$ cat src/rtl/wb_stage.sv
// wb_stage: write-back stage of the 5-stage in-order MIPS pipeline.
//
// Purpose:
//   Commits GPR writes from the memory stage, owns the CP0 registers
//   (Status, Cause, EPC, BadVAddr, Count, Compare), detects exceptions,
//   interrupts and ERET at commit, and redirects the whole pipeline.
//
// Ports:
//   clk, resetn         clock, asynchronous active-low reset
//   ws_allowin          always 1: WB never stalls
//   ms_to_ws_valid/bus  instruction from MEM (field map below)
//   ext_int_in[5:0]     level-sensitive hardware interrupt lines
//   rf_we/waddr/wdata   register-file write port
//   ws_to_ds_bus        {res_valid, dest, wdata} forwarding to decode
//   exc_flush/flush_pc  pipeline flush and redirect target
//   debug_wb_*          commit trace
//
// Configuration:
//   WB_CP0_TIMER_EN     when defined, Count/Compare and the timer
//                       interrupt (TI) exist; otherwise they read as 0.
module wb_stage #(
  parameter int          MS_TO_WS_BUS_WD = 122,
  parameter logic [31:0] EXC_ENTRY       = 32'hbfc00380
) (
  input  logic                       clk,
  input  logic                       resetn,
  output logic                       ws_allowin,
  input  logic                       ms_to_ws_valid,
  input  logic [MS_TO_WS_BUS_WD-1:0] ms_to_ws_bus,
  input  logic [5:0]                 ext_int_in,
  output logic                       rf_we,
  output logic [4:0]                 rf_waddr,
  output logic [31:0]                rf_wdata,
  output logic [37:0]                ws_to_ds_bus,
  output logic                       exc_flush,
  output logic [31:0]                flush_pc,
  output logic [31:0]                debug_wb_pc,
  output logic [3:0]                 debug_wb_rf_wen,
  output logic [4:0]                 debug_wb_rf_wnum,
  output logic [31:0]                debug_wb_rf_wdata
);

  logic                       ws_valid;
  logic [MS_TO_WS_BUS_WD-1:0] ws_bus;

  // Bus fields
  logic        f_of, f_ades, f_adel_if, f_adel_ld, f_ri, f_bp;
  logic        f_flush, f_bd, f_eret, f_sysc, f_mfc0, f_mtc0, f_gpr_we;
  logic [31:0] f_badvaddr, f_result, f_pc;
  logic [2:0]  f_sel;
  logic [4:0]  f_rd, f_dest;

  assign f_of       = ws_bus[121];
  assign f_badvaddr = ws_bus[120:89];
  assign f_ades     = ws_bus[88];
  assign f_adel_if  = ws_bus[87];
  assign f_adel_ld  = ws_bus[86];
  assign f_ri       = ws_bus[85];
  assign f_bp       = ws_bus[84];
  assign f_flush    = ws_bus[83];
  assign f_bd       = ws_bus[82];
  assign f_eret     = ws_bus[81];
  assign f_sysc     = ws_bus[80];
  assign f_mfc0     = ws_bus[79];
  assign f_mtc0     = ws_bus[78];
  assign f_sel      = ws_bus[77:75];
  assign f_rd       = ws_bus[74:70];
  assign f_gpr_we   = ws_bus[69];
  assign f_dest     = ws_bus[68:64];
  assign f_result   = ws_bus[63:32];
  assign f_pc       = ws_bus[31:0];

  // CP0 state
  logic [7:0]  status_im;
  logic        status_exl, status_ie;
  logic        cause_bd;
  logic [5:0]  cause_ip_hw;
  logic [1:0]  cause_ip_sw;
  logic [4:0]  cause_exccode;
  logic [31:0] epc, badvaddr;
  logic        timer_int;

  logic        live, int_pend, exc, any_flag, badv_exc;
  logic [4:0]  exc_code;
  logic        cp0_wr, wr_status, wr_cause, wr_epc;
  logic [31:0] status_rdata, cause_rdata, cp0_rdata;

  assign ws_allowin = 1'b1;

  // Pipeline register: WB is always ready, so valid simply follows MEM.
  always_ff @(posedge clk or negedge resetn) begin
    if (!resetn) begin
      ws_valid <= 1'b0;
      ws_bus   <= '0;
    end else begin
      ws_valid <= ms_to_ws_valid;
      if (ms_to_ws_valid && ws_allowin) ws_bus <= ms_to_ws_bus;
    end
  end

  // A killed (flushed) instruction behaves as a bubble.
  assign live     = ws_valid & ~f_flush;
  assign int_pend = status_ie & ~status_exl &
                    (|({cause_ip_hw, cause_ip_sw} & status_im));
  assign any_flag = f_adel_if | f_ri | f_of | f_bp | f_sysc | f_adel_ld | f_ades;
  assign exc      = live & (int_pend | any_flag);

  // ExcCode selection, highest priority first. badv_exc marks the
  // address-error cases that also latch BadVAddr.
  always_comb begin
    exc_code = 5'h00;
    badv_exc = 1'b0;
    if (int_pend)       exc_code = 5'h00;
    else if (f_adel_if) begin exc_code = 5'h04; badv_exc = 1'b1; end
    else if (f_ri)      exc_code = 5'h0a;
    else if (f_of)      exc_code = 5'h0c;
    else if (f_bp)      exc_code = 5'h09;
    else if (f_sysc)    exc_code = 5'h08;
    else if (f_adel_ld) begin exc_code = 5'h04; badv_exc = 1'b1; end
    else if (f_ades)    begin exc_code = 5'h05; badv_exc = 1'b1; end
  end

  // MTC0 decode; the value to write travels in the result field.
  assign cp0_wr    = live & ~exc & f_mtc0 & (f_sel == 3'd0);
  assign wr_status = cp0_wr & (f_rd == 5'd12);
  assign wr_cause  = cp0_wr & (f_rd == 5'd13);
  assign wr_epc    = cp0_wr & (f_rd == 5'd14);

  // Status: EXL is set by any exception, cleared by ERET, else MTC0.
  always_ff @(posedge clk or negedge resetn) begin
    if (!resetn) begin
      status_im  <= 8'h00;
      status_exl <= 1'b0;
      status_ie  <= 1'b0;
    end else if (exc) begin
      status_exl <= 1'b1;
    end else if (live && f_eret) begin
      status_exl <= 1'b0;
    end else if (wr_status) begin
      status_im  <= f_result[15:8];
      status_exl <= f_result[1];
      status_ie  <= f_result[0];
    end
  end

  // Cause: hardware IP bits are resampled every cycle; BD only updates
  // for the first exception (EXL=0), like EPC.
  always_ff @(posedge clk or negedge resetn) begin
    if (!resetn) begin
      cause_bd      <= 1'b0;
      cause_ip_hw   <= 6'h00;
      cause_ip_sw   <= 2'b00;
      cause_exccode <= 5'h00;
    end else begin
      cause_ip_hw <= {ext_int_in[5] | timer_int, ext_int_in[4:0]};
      if (exc) begin
        cause_exccode <= exc_code;
        if (!status_exl) cause_bd <= f_bd;
      end
      if (wr_cause) cause_ip_sw <= f_result[9:8];
    end
  end

  // EPC points at the branch for delay-slot faults; BadVAddr is only
  // written by address errors.
  always_ff @(posedge clk or negedge resetn) begin
    if (!resetn) begin
      epc      <= 32'h0;
      badvaddr <= 32'h0;
    end else begin
      if (exc && !status_exl) epc <= f_bd ? f_pc - 32'd4 : f_pc;
      else if (wr_epc)        epc <= f_result;
      if (exc && badv_exc)    badvaddr <= f_badvaddr;
    end
  end

`ifdef WB_CP0_TIMER_EN
  logic [31:0] count, compare;
  logic        tick, wr_count, wr_compare;

  assign wr_count   = cp0_wr & (f_rd == 5'd9);
  assign wr_compare = cp0_wr & (f_rd == 5'd11);

  // Count advances every other cycle; TI sticks until Compare is written.
  always_ff @(posedge clk or negedge resetn) begin
    if (!resetn) begin
      tick      <= 1'b0;
      count     <= 32'h0;
      compare   <= 32'h0;
      timer_int <= 1'b0;
    end else begin
      tick <= ~tick;
      if (wr_count)  count <= f_result;
      else if (tick) count <= count + 32'd1;
      if (wr_compare) begin
        compare   <= f_result;
        timer_int <= 1'b0;
      end else if (count == compare) begin
        timer_int <= 1'b1;
      end
    end
  end
`else
  assign timer_int = 1'b0;
`endif

  assign status_rdata = {9'b0, 1'b1, 6'b0, status_im, 6'b0, status_exl, status_ie};
  assign cause_rdata  = {cause_bd, timer_int, 14'b0, cause_ip_hw, cause_ip_sw,
                         1'b0, cause_exccode, 2'b0};

  // MFC0 read mux; unimplemented or sel!=0 reads return 0.
  always_comb begin
    cp0_rdata = 32'h0;
    if (f_sel == 3'd0) begin
      case (f_rd)
        5'd8:  cp0_rdata = badvaddr;
`ifdef WB_CP0_TIMER_EN
        5'd9:  cp0_rdata = count;
        5'd11: cp0_rdata = compare;
`endif
        5'd12: cp0_rdata = status_rdata;
        5'd13: cp0_rdata = cause_rdata;
        5'd14: cp0_rdata = epc;
        default: cp0_rdata = 32'h0;
      endcase
    end
  end

  assign rf_we        = live & f_gpr_we & ~exc;
  assign rf_waddr     = f_dest;
  assign rf_wdata     = f_mfc0 ? cp0_rdata : f_result;
  assign ws_to_ds_bus = rf_we ? {1'b1, f_dest, rf_wdata} : 38'h0;

  assign exc_flush = exc | (live & f_eret);
  assign flush_pc  = exc ? EXC_ENTRY : ((live & f_eret) ? epc : 32'h0);

  assign debug_wb_pc       = ws_valid ? f_pc : 32'h0;
  assign debug_wb_rf_wen   = {4{rf_we}};
  assign debug_wb_rf_wnum  = f_dest;
  assign debug_wb_rf_wdata = rf_wdata;

endmodule

$ cat config.mk
export PLATFORM = sky130hd
export DESIGN_NAME = wb_stage
export DESIGN_NICKNAME = d
export VERILOG_FILES = /design/src/rtl/wb_stage.sv
export SDC_FILE = /design/constraint.sdc
export NUM_CORES = 1
export LEC_CHECK = 0
export ABC_CLOCK_PERIOD_IN_PS = 2200
export CORE_ASPECT_RATIO = 1.1
export CORE_MARGIN = 2
export CORE_UTILIZATION = 43
export DETAILED_ROUTE_END_ITERATION = 16
export GPL_ROUTABILITY_DRIVEN = 0
export PLACE_DENSITY = 0.87
export SYNTH_ARGS = -nofsm -noshare
export SYNTH_HDL_FRONTEND = slang
export SYNTH_SLANG_ARGS = --single-unit
$ cat constraint.sdc
create_clock -name clk -period 2.2 [get_ports clk]
set_input_delay 0.33 -clock clk [delete_from_list [all_inputs] [get_ports clk]]
set_output_delay 0.33 -clock clk [all_outputs]
set_load 0.05 [all_outputs]
==> run summary <==
status: complete, but fails checks
failing checks: negative setup slack
Synth Area in Compound Gates: 0.0889
RSZ-0062 raised after global routing: true
number of max-cap violations: 0
flop-to-flop setup slack: -0.43 ns
final WL: 50700 microns
GRT Total Usage: 0.317
syn avg cell area: 10.6 sq um
Hold Vio Cnt, Final: 0
HP Class: input port to register
Warnings, synthesis: 0
buffer depth of the longest clock path: 3
PD cells: 700 mW/mm^2
Cell variety after synth: 52
FP Rows: 60
largest net degree at the start of global routing: 68
mux contribution to synthesized area: 0.181
Max VDD drop: 0.630 mV
xor and xnor area share after synthesis: 0.0229
top_reg_cell synth: dfrtp_1
Antenna Nets Post-Route: 0
Post-synth EDFFs: 0
critical path peak fanout: 5
setup ws final: -0.889 ns
Tightest Pin Transition: 0.613 ns
Critical Path Source Type: register
Layout area overhead: 85.4%
IO Count: 314
CTS Sinks: 210
clock root cell: clkbuf_16
vias: 10700
Mapped Area: 0.0107 sq mm
RR Endpoint: epc[30]
fraction of layout cells with a size suffix above 1: 0.523
R2R depth: 9
first-pass GRT wire length: 63600 microns
Seq/Total Area, Yosys: 0.491
Layout Nets: 1528
Max Slew Vio Count: 0
Arr. time, crit path: 2.76 ns
HPWL Detailed: 27700 microns
Clock transition at path regs: 0.07 ns
Filler cells: 1151
combinational family with the most area after synthesis: multiplexers
register bit total from synthesis: 210
minimum clock period: 3.09 ns
leakage power total: 8.65 nW
Hold Path Depth: 2
hold path start: ms_to_ws_valid
most common cell after layout, fill and taps aside: dfrtp_1
wire length per cell: 29.3 microns
Iter 0 DRT Violations: 1117
Post-Synth Simple-Gate Area: 0.147
total power: 13.9 mW
htree depth: 1
Max Freq: 324 MHz
area of the multi-input gates: 0.00634 sq mm
final routed DRC violation total: 0
total core area: 0.0245 sq mm
Die Ht: 169 microns
adder-cell share of the synthesized area: 0.00117
vias per cell: 6.17
FF+latch area: 0.00526 sq mm
Net Count, Synth: 1140
most frequent cells in the layout: dfrtp_1, buf_12, clkdlybuf4s50_1
Crit. End Element: primary output
TritonCTS clock tree: yes
endpoints failing setup: 218
I/O Buffers: 312
Skew-Pair Late Insertion Delay: 0.52 ns
total clock buffers created by CTS: 22
Worst EP required: 1.87 ns
hold-critical path endpoint: ws_bus[2]
initial antenna violation count: 7
WS Path Type: register to primary output
RR Startpoint: ws_bus[85]
Core Util, Final: 0.811
die area: 0.0262 sq mm
DIE WIDTH: 154 microns
Initial Util: 0.437
Gate Count Post-Synth: 1008
DRT Pass-1 Iters: 6
Worst slew margin: 0.586
Overflow after GRT: 0
number of global-route vias before repair: 10700
skew final: 0.0171 ns
final period utilization: 1.40
Post-synth ARST share: 1.00
final cells by class:
cell class / instances / area share
Timing Repair Buffer: 471 / 0.352
Multi-Input combinational cell: 662 / 0.319
Sequential cell: 210 / 0.265
Clock buffer: 34 / 0.0346
Tap cell: 310 / 0.0195
Inverter: 29 / 0.00612
Clock inverter: 6 / 0.00277
Antenna cell: 6 / 0.000757
worst max path at each step:
stage	startpoint	end	slack [ns]	depth (start not counted)
2_1_floorplan	ws_bus[85]	ws_to_ds_bus[12]	-0.28	6
3_3_place_gp	ws_bus[85]	ws_to_ds_bus[18]	-0.11	8
3_5_place_dp	ws_bus[85]	ws_to_ds_bus[19]	-0.18	8
4_1_cts	ws_bus[85]	ws_to_ds_bus[19]	-0.68	8
5_1_grt	ws_bus[85]	ws_to_ds_bus[29]	-0.89	8
6_report	ws_bus[85]	ws_to_ds_bus[24]	-0.89	8
sequential cells by signal, indices dropped and copies added (netlist names), 2 cells and up:
name / count
cause_ip_sw: 2
cause_ip_hw: 6
epc: 32
cause_exccode: 4
badvaddr: 32
ws_bus: 122
status_im: 8
synthesized netlist by cell type, types with 16 or more instances:
cell      instances  area (sq um)
dfrtp_1         210          5260
mux2_2          138          1550
nand2_1         116           435
o21ai_0          59           295
and2_1           54           338
buf_4            49           368
nor2_1           46           173
mux2i_1          38           380
clkbuf_1         36           135
a22o_1           35           307
a21oi_1          32           160
inv_1            28           105
and3_1           24           150
xor2_1           16           140
per-stage QoR:
| stage | cell area, sq um | cells | setup TNS [ns] | hold slack [ns] | setup WS [ns] |
|---|---|---|---|---|---|
| 2_1_floorplan | 11300 | 1008 | -14.99 | 0.0344 | -0.283 |
| 3_3_place_gp | 16700 | 1612 | -2.40 | 0.319 | -0.110 |
| 3_5_place_dp | 16700 | 1612 | -10.05 | 0.323 | -0.178 |
| 4_1_cts | 18800 | 1697 | -72.96 | 0.160 | -0.683 |
| 5_1_grt | 19800 | 1727 | -111.05 | 0.172 | -0.895 |
| 6_report | 19800 | 1728 | -108.97 | 0.161 | -0.889 |
worst max-delay path: stages (launching register included):
cell and delay [ns]:
dfrtp_1 0.40, or4_4 0.58, nor4_4 0.29, and2_4 0.25, nand3_4 0.13, clkinv_8 0.13, clkbuf_16 0.16, and2_4 0.15
buf_12 0.13
cells by family after synthesis:
family	count (synthesis)
simple gates	305
flops	210
mux	176
compound gates	150
buf+inv	137
xor+xnor	28
fa+ha+maj	1
other cells	1
metal layers:
| metal | vias up | track usage | part of all wire |
|---|---|---|---|
| met3 | 309 | 0.0687 | 0.091 |
| met4 | 2 | 0.170 | 0.086 |
| li1 | 4239 | - | - |
| met1 | 5235 | 0.371 | 0.34 |
| met5 | - | 0 | 0.00022 |
| met2 | 877 | 0.545 | 0.49 |
power by group:
group	internal, mW	total [mW]	switching (mW)	leakage, nW
Sequential	4.55	5.43	0.876	2.49
Clock	2.26	3.91	1.65	0.372
Combinational	2.23	4.55	2.32	5.78
Total	9.04	13.9	4.84	8.65
timing repair:
action | in CTS | in global routing
buffers inserted | 32 | 25
pin swaps | 61 | 73
resized for setup | 191 | 172
hold buffers | 1 | 0
endpoints found under the hold margin | 63 | 0
endpoints found under the setup margin | 197 | 216
cloned | 13 | 11
Power figures use the tool's default switching activity.
